File: src/rtl/message_addr_gen.sv
// Chip / symbol address sequencer feeding the multi-channel message generator.
// Frames start on a UTC second boundary after time sync, then free-run on dac_valid.
module message_addr_gen #(
  parameter int PCODE_LEN     = 40920,
  parameter int PCODE_REPEATS = 10,
  parameter int MESSAGE_LEN   = 120,
  localparam int PW = $clog2(PCODE_LEN),
  localparam int MW = (MESSAGE_LEN > 1) ? $clog2(MESSAGE_LEN) : 1,
  localparam int RW = (PCODE_REPEATS > 1) ? $clog2(PCODE_REPEATS) : 1
) (
  input  logic          clk,
  input  logic          rst,
  input  logic          enable,
  input  logic          sys_time_sync_done,
  input  logic [5:0]    sys_utc_time_second,
  input  logic          dac_valid,
  output logic [PW-1:0] pcode_addr,
  output logic [MW-1:0] msg_addr,
  output logic [RW-1:0] rep_cnt,
  output logic          running,
  output logic          frame_start,
  output logic          symbol_start,
  output logic          sec_slip,
  output logic [1:0]    state
);

  localparam logic [1:0] IDLE     = 2'd0;
  localparam logic [1:0] WAIT_SEC = 2'd1;
  localparam logic [1:0] RUN      = 2'd2;

  localparam logic [PW-1:0] PCODE_MAX = PW'(PCODE_LEN - 1);
  localparam logic [RW-1:0] REP_MAX   = RW'(PCODE_REPEATS - 1);
  localparam logic [MW-1:0] MSG_MAX   = MW'(MESSAGE_LEN - 1);

  logic [5:0]    sec_q;
  logic          enable_q;
  logic          sec_edge;
  logic          go;
  logic          code_wrap;
  logic          rep_wrap;
  logic          msg_wrap;
  logic [PW-1:0] pcode_nxt;
  logic [RW-1:0] rep_nxt;
  logic [MW-1:0] msg_nxt;
  logic          upd_zero;

  always_comb begin
    sec_edge  = (sys_utc_time_second != sec_q) && (state != IDLE);
    go        = enable && sys_time_sync_done;
    code_wrap = (pcode_addr == PCODE_MAX);
    rep_wrap  = code_wrap && (rep_cnt == REP_MAX);
    msg_wrap  = rep_wrap && (msg_addr == MSG_MAX);
    pcode_nxt = code_wrap ? '0 : pcode_addr + 1'b1;
    rep_nxt   = rep_cnt;
    if (rep_wrap)       rep_nxt = '0;
    else if (code_wrap) rep_nxt = rep_cnt + 1'b1;
    msg_nxt   = msg_addr;
    if (msg_wrap)       msg_nxt = '0;
    else if (rep_wrap)  msg_nxt = msg_addr + 1'b1;
    // Slip is judged on the counter values that will be visible after this edge.
    if (dac_valid) upd_zero = (pcode_nxt == '0) && (rep_nxt == '0) && (msg_nxt == '0);
    else           upd_zero = (pcode_addr == '0) && (rep_cnt == '0) && (msg_addr == '0);
  end

  always_ff @(posedge clk) begin
    if (!rst) begin
      state        <= IDLE;
      pcode_addr   <= '0;
      msg_addr     <= '0;
      rep_cnt      <= '0;
      running      <= 1'b0;
      frame_start  <= 1'b0;
      symbol_start <= 1'b0;
      sec_slip     <= 1'b0;
      sec_q        <= '0;
      enable_q     <= 1'b0;
    end else begin
      sec_q        <= sys_utc_time_second;
      enable_q     <= enable;
      frame_start  <= 1'b0;
      symbol_start <= 1'b0;
      if (enable_q && !enable) sec_slip <= 1'b0;
      case (state)
        IDLE: begin
          pcode_addr <= '0;
          msg_addr   <= '0;
          rep_cnt    <= '0;
          running    <= 1'b0;
          if (go) state <= WAIT_SEC;
        end
        WAIT_SEC: begin
          pcode_addr <= '0;
          msg_addr   <= '0;
          rep_cnt    <= '0;
          if (!go) begin
            state   <= IDLE;
            running <= 1'b0;
          end else if (sec_edge) begin
            state        <= RUN;
            running      <= 1'b1;
            frame_start  <= 1'b1;
            symbol_start <= 1'b1;
          end
        end
        RUN: begin
          if (!go) begin
            state      <= IDLE;
            running    <= 1'b0;
            pcode_addr <= '0;
            msg_addr   <= '0;
            rep_cnt    <= '0;
          end else begin
            if (dac_valid) begin
              pcode_addr   <= pcode_nxt;
              rep_cnt      <= rep_nxt;
              msg_addr     <= msg_nxt;
              symbol_start <= rep_wrap;
              frame_start  <= msg_wrap;
            end
            if (sec_edge && !upd_zero) sec_slip <= 1'b1;
          end
        end
        default: begin
          state      <= IDLE;
          running    <= 1'b0;
          pcode_addr <= '0;
          msg_addr   <= '0;
          rep_cnt    <= '0;
        end
      endcase
    end
  end

endmodule

File: config.mk
export PLATFORM = sky130hd
export DESIGN_NAME = message_addr_gen
export DESIGN_NICKNAME = d
export VERILOG_FILES = /design/src/rtl/message_addr_gen.sv
export SDC_FILE = /design/constraint.sdc
export NUM_CORES = 1
export LEC_CHECK = 0
export ABC_AREA = 0
export ABC_CLOCK_PERIOD_IN_PS = 2300
export CAP_MARGIN = 20
export CORE_MARGIN = 8
export CORE_UTILIZATION = 48
export CTS_CLUSTER_SIZE = 16
export DETAILED_ROUTE_END_ITERATION = 16
export GPL_TIMING_DRIVEN = 0
export PLACE_DENSITY = 0.81
export SLEW_MARGIN = 25
export SYNTH_ARGS = -nofsm -noshare
export SYNTH_HDL_FRONTEND = slang
export SYNTH_SLANG_ARGS = --single-unit
File: constraint.sdc
create_clock -name clk -period 2.3 [get_ports clk]
set_input_delay 0.46 -clock clk [delete_from_list [all_inputs] [get_ports clk]]
set_output_delay 0.46 -clock clk [all_outputs]
set_load 0.1 [all_outputs]
==> results.sh, run 1 <==
export IMPL_violations="setup timing"
export IMPL_drtIter0Drc=240
export IMPL_synth_area_per_cell_um2=7.42
export IMPL_fmax_ghz=0.417
export IMPL_pwr_share_seq_pct=50.6
export IMPL_die_w_um=88.6
export IMPL_post_place_ws_ns=-0.194
export IMPL_syn_inst=341
export IMPL_worstPathArrival_ns=2.58
export IMPL_fin_crit_ns=2.40
export IMPL_share_comb_of_total_power_pct=6.6
export IMPL_required_ns=2.48
export IMPL_drt_pass1_iter_count=5
export IMPL_r2r_start="pcode_addr[5]$_SDFFE_PN0P_"
export IMPL_diodes=0
export IMPL_ys_seq_area_share_pct=31.7
export IMPL_dpl_cell_area_um2=3120
export IMPL_hp_class="reg2reg"
export IMPL_grt_pass1_vias=2328
export IMPL_cap_violations=0
export IMPL_rsz0062_at_grt="yes"
export IMPL_power_density_nw_per_um2=411
export IMPL_cts_tree="built"
export IMPL_die_h_um=88.6
export IMPL_fp_row_count=26
export IMPL_drive_gt1_share_pct=16.8
export IMPL_insertion_delay_ns=0.30
export IMPL_synth_most_common_cell="dfxtp_1"
export IMPL_leakage_nw=1.25
export IMPL_skew_ns=0.00717
export IMPL_wl_per_cell_um=15.5
export IMPL_root_buffer="clkbuf_8"
export IMPL_grt_pass1_wl_um=11300
export IMPL_drc=0
export IMPL_grtUsageTotal_pct=18.1
export IMPL_clockBufferDepth=2
export IMPL_route_antenna_remaining_nets=0
export IMPL_min_path_cells=2
export IMPL_ys_async_sr_fraction_pct=0
export IMPL_netlist_top_cell_by_area="dfxtp_1"
export IMPL_synth_net_count=362
export IMPL_core_um2=5110
export IMPL_ys_top_cells_by_area="dfxtp_1, nand2_1, a21oi_1, nor2_1, ha_1"
export IMPL_met1_length_um=3190
export IMPL_routed_wl_um=7170
export IMPL_cp_startpoint="pcode_addr[5]$_SDFFE_PN0P_"
export IMPL_finalSetupViolCount=1
export IMPL_switching_share_pct=23.4
export IMPL_h_tree_depth=2
export IMPL_overflow=0
export IMPL_synth_commonest_cells="dfxtp_1, nand2_1, nor2_1, a21oi_1, o21ai_0"
export IMPL_p_clk_share_pct=42.8
export IMPL_ir_drop_uv=355
export IMPL_hold_violations=0
export IMPL_status="finished with violations"
export IMPL_ys_warn_count=0
export IMPL_dpl_hpwl_um=5100
export IMPL_worstHoldStart="running$_SDFFE_PN0P_"
export IMPL_grt_start_max_net_pins=14
export IMPL_netlist_area_leader_share_pct=31.7
export IMPL_synth_distinct_cells=50
export IMPL_internal_power_mw=1.04
export IMPL_cp_max_fo=10
export IMPL_antenna_found_initial=0
export IMPL_netlist_area_um2=2530
export IMPL_drt_vias_per_instance=5.81
export IMPL_met3_length_um=487
export IMPL_maxSlewViolCount=0
export IMPL_period_share_pct=104
export IMPL_netSwitchingPower_uw=318
export IMPL_synth_flop_cell="dfxtp_1"
export IMPL_highest_layer="met4"
export IMPL_vias=2690
export IMPL_critPathKind="reg2reg"
export IMPL_cts_sinks=40
export IMPL_cp_end_kind="flip-flop"
export IMPL_setup_tns_ns=-0.0972
export IMPL_nets=413
export IMPL_cts_buffers=5
export IMPL_synth_edf_count=0
export IMPL_synth_seq_cells=40
export IMPL_clkTransAtPathRegs_ns=0.08
export IMPL_multi_input_area_um2=1680
export IMPL_worst_slack_ns=-0.0972
export IMPL_ff_latch_area_um2=863
export IMPL_r2r_cells=8
export IMPL_start_util_pct=49.5
export IMPL_slew_headroom_pct=34.7
export IMPL_nFillCells=448
export IMPL_dr_wl_met2_um=3340
export IMPL_worstMarginPinSlew_ns=0.977
export IMPL_final_area_um2=3310
export IMPL_ioPinCount=44
export IMPL_die_area_um2=7850
export IMPL_gp_congestion=0.944
export IMPL_portBuffers=42
export IMPL_critPathLaunchType="flip-flop"
export IMPL_syn_to_final_growth_pct=31.1
## sequential cells by signal, indices dropped and copies added, names as in the netlist
name          count
sec_slip          1
enable_q          1
msg_addr          7
running           1
sec_q             6
frame_start       1
state             2
pcode_addr       16
rep_cnt           4
symbol_start      1
## critical path: stages, from the launching register on
cell	delay, ns
dfxtp_4	0.35
buf_6	0.13
or4_4	0.52
nor4_4	0.34
buf_2	0.32
nand2_1	0.08
a221oi_1	0.25
and4_1	0.22
a31oi_1	0.07
## final timing paths
kind / endpoint / slack, ns
max: sec_slip$_SDFF_PN0_ / -0.1
min: running$_SDFFE_PN0P_ / 0.51
max reg2reg: sec_slip$_SDFF_PN0_ / -0.1
min reg2reg: running$_SDFFE_PN0P_ / 0.51
## final cells by class
class                           count  share of cell area [%]
Tap cell                           70                    2.64
Sequential cell                    40                    26.0
Multi-Input combinational cell    269                    50.7
Clock inverter                      3                    1.25
Clock buffer                        5                    2.08
Timing Repair Buffer               44                    12.6
Buffer                             20                    3.28
Inverter                           12                    1.36
## power by group through the flow
stage                     clock [mW]  combinational [mW]  sequential (mW)
after detailed placement           0              0.0888            0.705
after CTS                      0.597              0.0885            0.688
after global placement             0              0.0869            0.705
final                          0.583              0.0895            0.688
after global routing           0.626              0.0983            0.690
after floorplan                    0              0.0435            0.716
## placed cells by master (no fill, tap or decap), drive strengths merged, types with 4 or more instances in the layout
cell / netlist / final
a31oi: 9 / 9
nand2b: 4 / 4
nor4: 11 / 11
xnor2: 6 / 6
clkdlybuf4s50: 0 / 22
xor2: 9 / 9
dlygate4sd2: 0 / 18
a21oi: 28 / 28
o21ai: 19 / 19
or3: 8 / 8
buf: 6 / 8
ha: 10 / 10
nand4: 6 / 6
dfxtp: 40 / 40
nand2: 39 / 39
nand3: 16 / 16
nor2: 36 / 36
nor3: 16 / 16
and2: 10 / 10
inv: 11 / 12
and3: 5 / 5
o31ai: 4 / 4
nor2b: 4 / 4
clkbuf: 14 / 19
## what timing repair did
| action | CTS | global route |
|---|---|---|
| setup endpoints to repair | 23 | 10 |
| hold buffers | 0 | 0 |
| pin swaps | 1 | 6 |
| gates resized for setup | 23 | 16 |
| buffers inserted | 1 | 1 |
## logic make-up after synthesis
logic type	Yosys count	share of synthesized area (%)
xor gates and xnor gates	15	5.20
and+or+nand+nor	167	34.5
muxes	1	0.445
DFF	40	31.7
AOI/OAI and AO/OA	76	17.8
adders and majority gates	10	4.95
buffers and inverters	32	5.39
## per-stage QoR
step                power [mW]  hold WS [ns]  std cells  utilization, %
detailed placement       0.794         0.494        453            61.1
global route              1.41         0.539        463            64.9
CTS                       1.37         0.504        462            63.3
global placement         0.792         0.488        453            61.1
finish                    1.36         0.507        463            64.9
floorplan                0.760         0.582        341               -
## layer usage
layer,track usage [%],up-vias
li1,-,1328
met5,0,-
met4,8.29,0
met1,23.4,1247
met3,4.09,14
met2,27.8,101
Note: power is estimated with default switching activity, not from simulation.
==> inputs of run 2 (changes only) <==
--- a/config.mk
+++ b/config.mk
@@ -5,15 +5,15 @@
 export SDC_FILE = /design/constraint.sdc
 export NUM_CORES = 1
 export LEC_CHECK = 0
-export ABC_AREA = 0
+export ABC_AREA = 1
 export ABC_CLOCK_PERIOD_IN_PS = 2300
 export CAP_MARGIN = 20
 export CORE_MARGIN = 8
-export CORE_UTILIZATION = 48
+export CORE_UTILIZATION = 49
 export CTS_CLUSTER_SIZE = 16
 export DETAILED_ROUTE_END_ITERATION = 16
 export GPL_TIMING_DRIVEN = 0
-export PLACE_DENSITY = 0.81
+export PLACE_DENSITY = 0.82
 export SLEW_MARGIN = 25
 export SYNTH_ARGS = -nofsm -noshare
 export SYNTH_HDL_FRONTEND = slang
==> results.sh, run 2 <==
export IMPL_layout_common_cells="nand2_1, inv_1, nor2_1"
export IMPL_synth_flop_cell="dfxtp_1"
export IMPL_insertion_delay_ns=0.31
export IMPL_crit_family="buffers and inverters"
export IMPL_period_share_pct=98.4
export IMPL_hold_violations=0
export IMPL_fmax_ghz=0.442
export IMPL_overflow=0
export IMPL_syn_to_final_growth_pct=24.1
export IMPL_synth_edf_count=0
export IMPL_antenna_found_initial=0
export IMPL_finalSetupViolCount=0
export IMPL_worstPathArrival_ns=1.80
export IMPL_grt_pass1_wl_um=13000
export IMPL_cp_max_fo=5
export IMPL_clockBufferDepth=2
export IMPL_ys_seq_area_share_pct=29.6
export IMPL_drive_gt1_share_pct=10.6
export IMPL_ys_top_cells_by_area="dfxtp_1, nand2_1, inv_1, nor2_1, nand3_1"
export IMPL_pwr_share_seq_pct=48.1
export IMPL_slew_headroom_pct=34.9
export IMPL_drc=0
export IMPL_post_place_ws_ns=-0.512
export IMPL_core_um2=5410
export IMPL_root_buffer="clkbuf_8"
export IMPL_layout_top_registers="pcode_addr (16), msg_addr (7), sec_q (6)"
export IMPL_h_tree_depth=2
export IMPL_fp_row_count=27
export IMPL_r2r_start="pcode_addr[7]$_SDFFE_PN0P_"
export IMPL_synth_net_count=450
export IMPL_grt_start_max_net_pins=15
export IMPL_share_comb_of_total_power_pct=11.5
export IMPL_die_area_um2=8150
export IMPL_worstPathCellList="clkdlybuf4s50_1"
export IMPL_grtUsageTotal_pct=19.3
export IMPL_die_w_um=90.3
export IMPL_worstHoldStart="rst"
export IMPL_critPathKind="reg2out"
export IMPL_drt_vias_per_instance=5.20
export IMPL_netlist_area_um2=2710
export IMPL_gp_congestion=0.909
export IMPL_cts_tree="built"
export IMPL_maxSlewViolCount=0
export IMPL_synth_most_common_cell="nand2_1"
export IMPL_cap_violations=0
export IMPL_vias=2863
export IMPL_grt_pass1_vias=2667
export IMPL_wl_per_cell_um=14.5
export IMPL_cts_sinks=40
export IMPL_synth_area_per_cell_um2=6.31
export IMPL_dpl_hpwl_um=6150
export IMPL_drtIter0Drc=157
export IMPL_required_ns=1.84
export IMPL_largest_reg_flops=16
export IMPL_routed_wl_um=8010
export IMPL_fin_crit_ns=2.26
export IMPL_nFillCells=533
export IMPL_slowest_delay_ns=1.14
export IMPL_cp_slowest_cell="clkdlybuf4s50_1"
export IMPL_power_density_nw_per_um2=443
export IMPL_skew_ns=0.0138
export IMPL_final_common_cell="nand2_1"
export IMPL_drt_pass1_iter_count=4
export IMPL_nets=499
export IMPL_diodes=0
export IMPL_clkTransAtPathRegs_ns=0.09
export IMPL_route_antenna_remaining_nets=0
export IMPL_cts_buffers=5
export IMPL_largest_register="pcode_addr"
export IMPL_synth_seq_cells=40
export IMPL_ys_async_sr_fraction_pct=0
export IMPL_syn_inst=429
export IMPL_setup_tns_ns=0
export IMPL_status="finished, final reports clean"
export IMPL_ys_warn_count=0
export IMPL_portBuffers=42
export IMPL_cts_hold_buf=0
export IMPL_hp_class="in2reg"
export IMPL_rsz0062_at_grt="no"
export IMPL_ir_drop_uv=329
export IMPL_worstMarginPinSlew_ns=0.974
export IMPL_worst_slack_ns=0.0362
export IMPL_netlist_area_leader_share_pct=29.6
export IMPL_die_h_um=90.3
export IMPL_crit_buf_inv=1
export IMPL_critPathLaunchType="flip-flop"
export IMPL_start_util_pct=50.0
export IMPL_netSwitchingPower_uw=401
export IMPL_netlist_top_cell_by_area="dfxtp_1"
export IMPL_synth_distinct_cells=33
export IMPL_synth_commonest_cells="nand2_1, inv_1, nor2_1, dfxtp_1, nand3_1"
export IMPL_ioPinCount=44
export IMPL_p_clk_share_pct=40.5
export IMPL_cp_startpoint="msg_addr[1]$_SDFFE_PN0P_"
export IMPL_leakage_nw=1.64
export IMPL_cp_end_kind="primary output"
export IMPL_internal_power_mw=1.08
export IMPL_switching_share_pct=27.0
[run 2: kinds of logic after synthesis]
group	after synthesis	synth area share, %
DFF	40	29.6
and+or+nand+nor	212	35.8
AOI/OAI and AO/OA	75	15.2
adders and majority gates	10	4.63
xor gates and xnor gates	8	2.59
buffers and inverters	84	12.2
[run 2: metal layers]
| layer | GRT usage [%] | vias up | wire length (um) |
|---|---|---|---|
| met5 | 0 | - | 0 |
| met4 | 6.80 | 0 | 160 |
| met2 | 32.9 | 71 | 3870 |
| met3 | 4.24 | 14 | 370 |
| li1 | - | 1478 | - |
| met1 | 23.2 | 1300 | 3610 |
[run 2: path summary, 6_finish.rpt]
| kind | to | slack, ns | depth (start not counted) |
|---|---|---|---|
| worst min-delay path | sec_q[2]$_SDFF_PN0_ | 0.45 | 3 |
| worst max-delay path | msg_addr[1] | 0.04 | 1 |
| worst min register to register | running$_SDFFE_PN0P_ | 0.46 | 2 |
| worst max register to register | sec_slip$_SDFF_PN0_ | 0.16 | 11 |
[run 2: cell type report]
| cell class | count | area [um^2] | share of cell area [%] |
|---|---|---|---|
| clock inverters | 3 | 47.5 | 1.42 |
| repair buffers | 42 | 404 | 12.0 |
| flip-flops and latches | 40 | 812 | 24.2 |
| plain buffers | 10 | 51.3 | 1.53 |
| well taps | 72 | 90.1 | 2.68 |
| inverters | 74 | 283 | 8.43 |
| clock buffers | 5 | 68.8 | 2.05 |
| multi-input cells | 305 | 1600 | 47.7 |
[run 2: tightest hold or removal path, delay by kind of cell]
kind / cells / cell delay, ns
buffers and inverters: 2 / 0.18
AND/OR/NAND/NOR: 1 / 0.08
[run 2: power by group through the flow]
stage	Sequential, mW	Clock, mW	Combinational, mW
global placement	0.730	0	0.166
finish	0.714	0.601	0.170
detailed placement	0.730	0	0.170
global route	0.716	0.642	0.186
CTS	0.714	0.606	0.170
floorplan	0.776	0	0.0689
[run 2: per-stage QoR]
step	total power, mW	hold WS [ns]	utilization, %	cell area [um^2]	std cells
after floorplan	0.845	0.543	-	2720	429
final	1.48	0.454	62.1	3360	551
after detailed placement	0.900	0.452	59.7	3230	543
after global placement	0.895	0.451	59.7	3230	543
after CTS	1.49	0.452	61.4	3320	551
after global routing	1.54	0.460	62.1	3360	551
[run 2: what timing repair did]
item,in CTS,in global routing
endpoints found under the setup margin,38,9
setup buffers,0,0
endpoints found under the hold margin,0,0
resized for setup,22,10
